[src/rtl/host_arb_pkg.sv]
// Shared types and constants for the host-memory write arbiter: FSM states,
// burst limit and the default MSI-X message.
package host_arb_pkg;

  typedef enum logic [1:0] {
    ST_IDLE = 2'd0,
    ST_DATA = 2'd1,
    ST_MSIX = 2'd2
  } arb_state_t;

  localparam int          MAX_BURST     = 16;
  localparam logic [63:0] MSIX_ADDR_DEF = 64'h0000_0000_0000_0001;
  localparam logic [31:0] MSIX_DATA_DEF = 32'h1234_5678;

  function automatic logic [4:0] clamp_len(input logic [4:0] len);
    return (len > 5'(MAX_BURST)) ? 5'(MAX_BURST) : len;
  endfunction

endpackage

[src/rtl/rr_arbiter.sv]
// Round-robin selector: first set request found searching upward from i_ptr,
// wrapping at NUM_REQ.
module rr_arbiter #(
  parameter int NUM_REQ = 4,
  parameter int PTR_W   = 2
) (
  input  logic [NUM_REQ-1:0] i_req,
  input  logic [PTR_W-1:0]   i_ptr,
  output logic [NUM_REQ-1:0] o_gnt,
  output logic               o_found
);

  logic [PTR_W-1:0] w_idx;

  // Rotating priority search starting at the pointer.
  always_comb begin
    o_gnt   = '0;
    o_found = 1'b0;
    w_idx   = '0;
    for (int i = 0; i < NUM_REQ; i++) begin
      w_idx = PTR_W'((int'(i_ptr) + i) % NUM_REQ);
      if (!o_found && i_req[w_idx]) begin
        o_gnt[w_idx] = 1'b1;
        o_found      = 1'b1;
      end else begin
        o_found = o_found;
      end
    end
  end

endmodule

[src/rtl/host_mem_wr_arb.sv]
// Arbitrates DW write bursts from NUM_REQ requesters onto one host-memory write
// port, optionally following a burst with an MSI-X message write.
module host_mem_wr_arb
  import host_arb_pkg::*;
#(
  parameter int          NUM_REQ   = 4,
  parameter logic [63:0] MSIX_ADDR = MSIX_ADDR_DEF,
  parameter logic [31:0] MSIX_DATA = MSIX_DATA_DEF
) (
  input  logic                  clk,
  input  logic                  rst,
  input  logic [NUM_REQ-1:0]    req_valid,
  input  logic [NUM_REQ*64-1:0] req_addr,
  input  logic [NUM_REQ*5-1:0]  req_len,
  input  logic [NUM_REQ-1:0]    req_intr,
  output logic [NUM_REQ-1:0]    req_grant,
  input  logic [NUM_REQ-1:0]    req_data_valid,
  input  logic [NUM_REQ*32-1:0] req_data,
  output logic [NUM_REQ-1:0]    req_data_ready,
  output logic                  mem_wr_valid,
  output logic [63:0]           mem_wr_addr,
  output logic [31:0]           mem_wr_data,
  input  logic                  mem_wr_ready,
  output logic                  msix_sent,
  output logic                  busy
);

  localparam int PTR_W = (NUM_REQ > 1) ? $clog2(NUM_REQ) : 1;

  arb_state_t         r_state, w_state_nxt;
  logic [PTR_W-1:0]   r_rr_ptr, r_owner, w_gnt_idx, w_ptr_nxt;
  logic [63:0]        r_addr, w_sel_addr;
  logic [4:0]         r_rem, w_sel_len;
  logic               r_intr, w_sel_intr;
  logic [NUM_REQ-1:0] w_arb_gnt;
  logic               w_arb_found, w_own_dv, w_take, w_beat;
  logic [31:0]        w_own_data;

  rr_arbiter #(.NUM_REQ(NUM_REQ), .PTR_W(PTR_W)) u_rr (
    .i_req   (req_valid),
    .i_ptr   (r_rr_ptr),
    .o_gnt   (w_arb_gnt),
    .o_found (w_arb_found)
  );

  // AND-OR select of the granted request's fields and the owner's data lane.
  always_comb begin
    w_gnt_idx  = '0;
    w_sel_addr = '0;
    w_sel_len  = '0;
    w_sel_intr = 1'b0;
    w_own_data = '0;
    w_own_dv   = req_data_valid[r_owner];
    for (int i = 0; i < NUM_REQ; i++) begin
      if (w_arb_gnt[i]) begin
        w_gnt_idx  = PTR_W'(i);
        w_sel_addr = req_addr[i*64 +: 64];
        w_sel_len  = clamp_len(req_len[i*5 +: 5]);
        w_sel_intr = req_intr[i];
      end else begin
        w_gnt_idx = w_gnt_idx;
      end
      if (r_owner == PTR_W'(i)) begin
        w_own_data = req_data[i*32 +: 32];
      end else begin
        w_own_data = w_own_data;
      end
    end
    w_ptr_nxt = (w_gnt_idx == PTR_W'(NUM_REQ - 1)) ? '0 : w_gnt_idx + PTR_W'(1);
  end

  // Next state and output muxing; reset forces every output low at once.
  always_comb begin
    w_state_nxt    = r_state;
    req_grant      = '0;
    req_data_ready = '0;
    mem_wr_valid   = 1'b0;
    mem_wr_addr    = '0;
    mem_wr_data    = '0;
    msix_sent      = 1'b0;
    busy           = 1'b0;
    w_take         = 1'b0;
    w_beat         = 1'b0;
    if (rst) begin
      w_state_nxt = ST_IDLE;
    end else begin
      busy = (r_state != ST_IDLE);
      case (r_state)
        ST_IDLE: begin
          if (w_arb_found) begin
            w_take    = 1'b1;
            req_grant = w_arb_gnt;
            if (w_sel_len != 5'd0)  w_state_nxt = ST_DATA;
            else if (w_sel_intr)    w_state_nxt = ST_MSIX;
            else                    w_state_nxt = ST_IDLE;
          end else begin
            w_state_nxt = ST_IDLE;
          end
        end
        ST_DATA: begin
          mem_wr_valid            = w_own_dv;
          mem_wr_addr             = r_addr;
          mem_wr_data             = w_own_data;
          req_data_ready[r_owner] = mem_wr_ready;
          w_beat                  = w_own_dv & mem_wr_ready;
          if (w_beat && (r_rem == 5'd1)) w_state_nxt = r_intr ? ST_MSIX : ST_IDLE;
          else                           w_state_nxt = ST_DATA;
        end
        ST_MSIX: begin
          mem_wr_valid = 1'b1;
          mem_wr_addr  = MSIX_ADDR;
          mem_wr_data  = MSIX_DATA;
          msix_sent    = mem_wr_ready;
          w_state_nxt  = mem_wr_ready ? ST_IDLE : ST_MSIX;
        end
        default: w_state_nxt = ST_IDLE;
      endcase
    end
  end

  // State, round-robin pointer and burst context registers.
  always_ff @(posedge clk) begin
    if (rst) begin
      r_state  <= ST_IDLE;
      r_rr_ptr <= '0;
      r_owner  <= '0;
      r_addr   <= '0;
      r_rem    <= '0;
      r_intr   <= 1'b0;
    end else begin
      r_state <= w_state_nxt;
      if (w_take) begin
        r_rr_ptr <= w_ptr_nxt;
        r_owner  <= w_gnt_idx;
        r_addr   <= w_sel_addr;
        r_rem    <= w_sel_len;
        r_intr   <= w_sel_intr;
      end else if (w_beat) begin
        r_addr <= r_addr + 64'd4;
        r_rem  <= r_rem - 5'd1;
      end
    end
  end

endmodule

[config.mk]
export PLATFORM = sky130hd
export DESIGN_NAME = host_mem_wr_arb
export DESIGN_NICKNAME = d
export VERILOG_FILES = /design/src/rtl/host_arb_pkg.sv /design/src/rtl/rr_arbiter.sv /design/src/rtl/host_mem_wr_arb.sv
export SDC_FILE = /design/constraint.sdc
export NUM_CORES = 1
export LEC_CHECK = 0
export CAP_MARGIN = 20
export CORE_AREA = 2 2 207 209
export DETAILED_ROUTE_END_ITERATION = 12
export DIE_AREA = 0 0 209 211
export GPL_ROUTABILITY_DRIVEN = 1
export PLACE_DENSITY = 0.57
export SYNTH_ARGS = -nofsm -noshare
export SYNTH_HDL_FRONTEND = slang
export SYNTH_SLANG_ARGS = --single-unit
[constraint.sdc]
create_clock -name clk -period 3.7 [get_ports clk]
set_input_delay 0.555 -clock clk [delete_from_list [all_inputs] [get_ports clk]]
set_output_delay 0.555 -clock clk [all_outputs]
set_load 0.01 [all_outputs]
==> After elaboration in Yosys (flattened, before gate mapping) <==
Cells that the tools add are included.
{ "totals": {"reg_bits": 76, "latchBits": 0, "ram_bits": 0, "romBits": 0, "in_bits": 419, "out_inout_bits": 107, "word_cells": 137, "mem_count": 0} }
{ "classes": {"n_addsub": 6, "n_mul": 0, "n_div": 0, "order_cmp": 14, "n_eq_ne": 7, "shifts": 0, "muxes": 82, "bitwise": 5, "n_reduce_logical": 17} }
{ "op_table": {"columns": ["cell", "count"], "rows": [
  ["$mux 64", 7],
  ["$mux 32", 5],
  ["$pmux 64 s2", 1],
  ["$add 64x3->64 const B", 1],
  ["$pmux 32 s2", 1],
  ["$mux 5", 10],
  ["$mux 4", 9],
  ["$mux 1", 28],
  ["$gt 5x5->1 const B", 4],
  ["$mux 2", 9],
  ["$lt 2x3->1 const B", 5],
  ["$or 4x4->4", 3],
  ["$bmux 1 s2", 5],
  ["$demux 1 s2", 5],
  ["$ge 2x1->1 const B", 5],
  ["$logic_and 1x1->1", 9],
  ["$eq 2x2->1 const B", 4],
  ["$pmux 2 s3", 1],
  ["$eq 5x1->1 const B", 1],
  ["$reduce_bool 5->1", 1],
  ["$sub 5x1->5 const B", 1],
  ["$add 2x1->2 const B", 2],
  ["$add 2x2->2 const B", 2],
  ["$and 4x4->4", 1],
  ["6 further kinds", 11]
]} }

==> Depth between registers and ports, before layout <==
Gate-level depths: netlist of the first run.
{ "depth": {"ltp_word": 20, "ltp_mapped": 15} }

==> By module <==
A second synthesis of the first run with hierarchy kept.
{ "unflattened": {"cells_unflattened": 1059, "area_unflattened_um2": 8295.5} }
{ "by_module_without_submodules": {"columns": ["module", "instances", "cells_each", "area_per_inst_um2"], "rows": [
  ["host_mem_wr_arb", 1, 997, 7801.2],
  ["rr_arbiter", 1, 62, 494.2]
]} }

==> Worst setup path after synthesis of the first run <==
No wires, ideal clock.
{ "synth_timing": {"path_type": "register to output", "start": "register r_rr_ptr[0]", "end": "output port req_grant[2]", "arrival_ps": 2880, "setup_slack_ps": 265, "stages_incl_launch_ff": 13, "path_buffers": 5, "path_cell_list": "dfxtp_1 -> buf_6 -> inv_1 -> ha_1 -> buf_6 -> mux4_2 -> a21oi_1 -> a21oi_1 -> a21oi_1 -> buf_2 -> clkbuf_1 -> buf_1 -> nor2_1"} }
{ "synth_via": {"elab_chain_len": 15, "word_cells_on_any_way": 51} }
{ "synth_lines": {"columns": ["element", "line", "rtl"], "rows": [
  ["from (decl)", "host_mem_wr_arb.sv:31", "logic [PTR_W-1:0] r_rr_ptr, r_owner, w_gnt_idx, w_ptr_nxt;"],
  ["from (signal assigned)", "host_mem_wr_arb.sv:133", "r_rr_ptr <= w_ptr_nxt;"],
  ["branches (longest 12 deep; another with $lt 2x3->1)", null, null],
  ["$mux 4 *", "host_mem_wr_arb.sv:90", "if (w_arb_found) begin"],
  ["$mux 4 *", "host_mem_wr_arb.sv:88", "case (r_state)"],
  ["$mux 4 *", "host_mem_wr_arb.sv:84", "if (rst) begin"],
  ["to (decl)", "host_mem_wr_arb.sv:16", "output logic [NUM_REQ-1:0] req_grant,"]
]} }
Mark *: on every way between the ends. The select of a mux whose other input is x is not followed.

==> Worst setup path after layout of the first run <==
{ "layout_timing": {"start": "register r_rr_ptr[1]", "end": "output port req_grant[2]"} }
The elaborated chain is that of the path after synthesis.

==> run metrics, run 1 <==
outcome completed; via count 10900; Final Max Slew Viols 0; leakage power 5.18 nW; Max Clk Rate between 200 and 300 MHz; # placed instances 2062; CTS Buffer Depth 2; syn_area_per_cell 7.75 um2; Die ar. 44100 um2; Crit Path Max Fanout 7; GRT overflow 0; DR vias/cell 5.21; Crit path required time 3.14 ns; global-route wire length before repair 75100 um; Async S/R FF share, synth 0%; post-synthesis cell area 7990 um2; non-filler instance count after layout 2093; count of final setup violators 0; Crit Path Category reg -> out; Synth Instances 1031; clk slew on worst S/H paths 0.06 ns; CTS tree yes; commonest non-fill, non-tap cell in the layout clkdlybuf4s50_1; RSZ-0062 raised after global routing false; Post-DP HPWL 43100 um; clk root buf clkbuf_16; pwr dens between 600 and 700 nW/um2; worst skew pair latency 0.36 ns; Row Count 75; relative slew slack 54.2%; final WL 53000 um; htree depth 3; most frequent cells in the layout clkdlybuf4s50_1 (523), nor2_1 (85), dfxtp_1 (74); Cell Chain, Critical Path inv_1, ha_1, mux4_2, nand3b_1, a21oi_2, a21oi_4, nor2_1, buf_4, clkdlybuf4s50_1; Initial Util roughly a fifth; Crit-path slowest cell mux4_2; vias in the first global route 11200; drt initial violations about 800; Avg WL per Cell 25.3 um; minimum clock period approximately 3.6 ns; Main synth FF type dfxtp_1; Die H 211 um; RD Place Congestion 0.925; Layout area overhead 81.5%; total track usage about 23%; Worst Path Buf+Inv 3; gate family responsible for the most delay along the worst path buffers and inverters; largest net degree at the start of global routing 57; # IOs ~530; final worst-path setup slack 0.103 ns; VDD IR max 0.375 mV; total CTS buffers 9; crit share post-route 97.2%; Nets 1968; Fin. Hold Viols 0; Post-synth EDFFs 0; width of the die 209 um; Ys Warns 0; maxcap violations 0; Data arrival, critical path 3.04 ns; count of cell types in the netlist 67; pre-CTS setup slack -0.0493 ns; FILL cells 4389; post-synthesis sequential element count 76; Routed Antenna Nets 0; port buffer count 525; Critical Path End Type primary output; Post-route DRC 0; Critical Path Max Stage Delay between 0.5 and 0.6 ns; Initial DRT Pass Iterations 5; register area share after synthesis about a fifth; Worst Setup Start Kind flip-flop; clk sinks 76; utilization after layout roughly a third; syn nets approximately 1500; Placeable Area approximately 42000 um2; initial antenna violation count 15; worst slew pin tran 0.687 ns; hold_buf cts 0; Clock Skews 0.0108 ns; Setup TNS Final 0 ns; worst hold path class reg -> reg; layout cells sized above 1 9.54%
[cell usage after synthesis, types with 23 or more instances]
library cell | instances | area (um2)
a21oi_1 | 54 | 270
inv_1 | 23 | 86.3
o21ai_0 | 48 | 240
nor2_1 | 87 | 327
a211oi_1 | 33 | 248
o211ai_1 | 31 | 233
a221oi_1 | 56 | 490
xor2_1 | 26 | 228
mux4_2 | 36 | 811
nand2_1 | 61 | 229
nor3_1 | 36 | 180
and3_1 | 26 | 163
nand3_1 | 42 | 210
clkbuf_1 | 75 | 282
nand4_1 | 29 | 181
and2_1 | 64 | 400
xnor2_1 | 23 | 201
dfxtp_1 | 76 | 1520
a221o_1 | 34 | 340
[tightest hold or removal path: stages, from the launching register on]
cell and delay, ns:
dfxtp_1 0.31, nand2_1 0.05, a21oi_1 0.05
[registers in the layout, indices dropped and copies added, names as in the netlist]
name / count
r_state: 2
r_intr: 1
r_addr: 64
r_rem: 5
r_owner: 2
r_rr_ptr: 2
[what timing repair did]
| item | in CTS | in global routing |
|---|---|---|
| setup endpoints to repair | 2 | 3 |
| gates resized for setup | 2 | 2 |
| setup buffers | 0 | 2 |
| hold endpoints to repair | 0 | 0 |
| pin swaps | 0 | 1 |
[stage by stage]
stage               instance area [um2]  total power (W)  hold WS, ns
floorplan                          7990          0.00542        0.437
CTS                               14400          0.00926        0.467
global route                      14500          0.00983        0.517
finish                            14500          0.00922        0.469
global placement                  14100          0.00828        0.454
detailed placement                14100          0.00830        0.458
[path summary, 6_finish.rpt]
kind | start | to | slack (ns) | cells past startpoint
hold / removal | r_intr$_SDFFE_PP0P_ | r_intr$_SDFFE_PP0P_ | 0.47 | 2
setup reg to reg | r_rr_ptr[1]$_SDFFE_PP0P_ | r_addr[45]$_SDFFE_PP0P_ | 0.29 | 14
hold reg to reg | r_intr$_SDFFE_PP0P_ | r_intr$_SDFFE_PP0P_ | 0.47 | 2
setup / recovery | r_rr_ptr[1]$_SDFFE_PP0P_ | req_grant[2] | 0.10 | 9
[logic make-up (layout without fill, tap and decap cells)]
family	count (synthesis)	after routing	share of synthesized area [%]
other cells	0	13	0
fa+ha+maj	13	13	2.04
simple gates	397	397	26.0
buf+inv	129	639	6.92
xor+xnor	49	49	5.37
compound gates	326	326	29.9
flops	76	76	19.0
mux	41	41	10.8
[layer usage]
metal	track usage [%]	part of all wire (%)
met1	25.9	39
met2	42.0	51
met3	4.61	6.4
met4	10.9	3.6
met5	0	0.064
[power by group]
group          switching (W)  internal (W)  total (W)
registers           0.000439       0.00117    0.00160
clock network       0.000396      0.000509   0.000905
logic                0.00365       0.00306    0.00671
[layout make-up]
type	count	area, um2	area share, %
multi-input combinational	826	5990	41.3
timing repair buffer	600	5910	40.7
sequential	76	1520	10.5
tap	539	674	4.65
clock buffer	13	270	1.86
inverter	23	86.3	0.595
antenna	13	32.5	0.224
clock inverter	3	20.0	0.138
Power figures use the tool's default switching activity.
==> inputs of run 2 (changes only) <==
--- a/config.mk
+++ b/config.mk
@@ -5,12 +5,13 @@
 export SDC_FILE = /design/constraint.sdc
 export NUM_CORES = 1
 export LEC_CHECK = 0
-export CAP_MARGIN = 20
+export CAP_MARGIN = 30
 export CORE_AREA = 2 2 207 209
 export DETAILED_ROUTE_END_ITERATION = 12
 export DIE_AREA = 0 0 209 211
 export GPL_ROUTABILITY_DRIVEN = 1
-export PLACE_DENSITY = 0.57
+export PLACE_DENSITY = 0.52
+export SETUP_SLACK_MARGIN = 0.15
 export SYNTH_ARGS = -nofsm -noshare
 export SYNTH_HDL_FRONTEND = slang
 export SYNTH_SLANG_ARGS = --single-unit
==> run 2 against run 1 <==
First-iteration DRC count fell by 10%. Critical endpoint is now r_addr[25]$_SDFFE_PP0P_. Core utilization down 0.051 points. Sequential power hardly changed. Register-to-register slack worse by 0.05 ns. Fmax rose by 4.1%. Wire length down 2.4%. Power decreased by 1.1%. Largest power group unchanged.
==> run metrics, run 2 (same netlist as run 1, synthesis figures left out) <==
Critical Path End Type flip-flop; Nets 1965; Final Max Slew Viols 0; VDD IR max 0.459 mV; global-route wire length before repair 73300 um; initial antenna violation count 8; Top reg by flops r_addr; most frequent cells in the layout clkdlybuf4s50_1 (518), nor2_1 (84), dfxtp_1 (74); minimum clock period 3.46 ns; commonest non-fill, non-tap cell in the layout clkdlybuf4s50_1; largest net degree at the start of global routing 53; Layout area overhead 81.2%; Crit Path Max Fanout 27; worst skew pair latency 0.35 ns; Crit path required time between 3 and 4 ns; Post-route DRC 0; CTS tree yes; max reg flops 64; drt initial violations just over 700; Initial Util a little under a fifth; pwr dens 630 nW/um2; CTS Buffer Depth 2; outcome completed; RD Place Congestion 0.885; leakage power 5.20 nW; maxcap violations 0; htree depth 3; GRT overflow 0; hold_buf cts 0; RSZ-0062 raised after global routing false; relative slew slack a little under three fifths; Crit-path slowest cell mux4_2; Avg WL per Cell 24.8 um; crit share post-route 93.4%; Routed Antenna Nets 0; Crit Path Category reg -> reg; Fin. Hold Viols 0; reg2reg start r_rr_ptr[1]$_SDFFE_PP0P_; vias in the first global route ~11000; clk root buf clkbuf_16; largest registers r_addr x64, r_rem x5; layout cells sized above 1 9.50%; DR WL met2 26200 um; WL met1 between 20000 and 25000 um; max layer used met5; Initial DRT Pass Iterations 5; width of the die around 210 um; total track usage 22.4%; FILL cells 4401; Max Clk Rate 289 MHz; Placeable Area 41800 um2; Data arrival, critical path approximately 3.7 ns; Cell Chain, Critical Path inv_1, ha_4, mux4_2, buf_4, nand2_1, a21oi_1, a221o_1, buf_4, and2_2, buf_12, a221oi_1, a2bb2oi_1, a211oi_1; clk slew on worst S/H paths 0.07 ns; final WL between 50000 and 60000 um; worst hold path class reg -> reg; worst slew pin tran between 0.6 and 0.7 ns; Worst Setup Start Kind flip-flop; crit path from r_rr_ptr[1]$_SDFFE_PP0P_; Die H around 210 um; Pwr Total 0.00912 W; Clock Skews 0.00945 ns; utilization after layout 34.7%; Critical Path Max Stage Delay ~0.55 ns; count of final setup violators 0; total CTS buffers 9; clk sinks 76; DR vias/cell 5.16; Hold Startpoint r_intr$_SDFFE_PP0P_; port buffer count 525; Post-DP HPWL between 40000 and 50000 um; via count between 10000 and 15000; crit-path most repeated cell buf_4; Setup TNS Final 0 ns; Die ar. 44100 um2; # IOs 526; met3 wire length 3570 um; Row Count between 70 and 80
-- run 2: worst max-delay path: cells and delay by family, from the launching register on --
family                     cells  cell delay (ns)
DFF                            1             0.37
buffers and inverters          4             0.61
and+or+nand+nor                2             0.29
muxes                          1             0.55
AOI/OAI and AO/OA              5             1.16
adders and majority gates      1             0.30
-- run 2: layer usage --
metal	global-route usage (%)	up-vias
li1	-	5001
met1	25.2	5160
met2	40.8	505
met3	5.07	71
met4	9.51	4
met5	0	-
-- run 2: final timing paths --
check | to | slack [ns] | depth (start not counted)
max | r_addr[25]$_SDFFE_PP0P_ | 0.24 | 13
min | r_intr$_SDFFE_PP0P_ | 0.47 | 2
max reg2reg | r_addr[25]$_SDFFE_PP0P_ | 0.24 | 13
min reg2reg | r_intr$_SDFFE_PP0P_ | 0.47 | 2
-- run 2: final cells by class --
| cell class | instances | area (um2) | area share (%) |
|---|---|---|---|
| antenna | 7 | 17.5 | 0.121 |
| clock buffer | 10 | 239 | 1.65 |
| clock inverter | 5 | 52.6 | 0.363 |
| inverter | 23 | 86.3 | 0.596 |
| multi-input combinational | 826 | 6020 | 41.5 |
| sequential | 76 | 1520 | 10.5 |
| tap | 539 | 674 | 4.66 |
| timing repair buffer | 597 | 5870 | 40.5 |
-- run 2: where the power goes --
| part | total [W] | switching [W] | leakage (nW) | internal [W] |
|---|---|---|---|---|
| sequential | 0.00162 | 0.000460 | 0.631 | 0.00117 |
| combinational | 0.00657 | 0.00358 | 4.43 | 0.00299 |
| clock | 0.000924 | 0.000390 | 0.144 | 0.000535 |
| total | 0.00912 | 0.00443 | 5.20 | 0.00469 |
-- run 2: repair_timing --
action | in CTS | in global routing
gates resized for setup | 10 | 4
setup buffers | 2 | 0
endpoints found under the setup margin | 4 | 5
-- run 2: metrics by stage --
step | instance area, um2 | instances | hold slack (ns) | worst slack (ns)
after floorplan | 7990 | 1031 | 0.437 | 0.265
after global placement | 14100 | 2059 | 0.457 | -0.00150
after detailed placement | 14100 | 2059 | 0.461 | -0.000242
after CTS | 14500 | 2076 | 0.469 | 0.171
after global routing | 14500 | 2080 | 0.499 | 0.164
final | 14500 | 2083 | 0.466 | 0.243
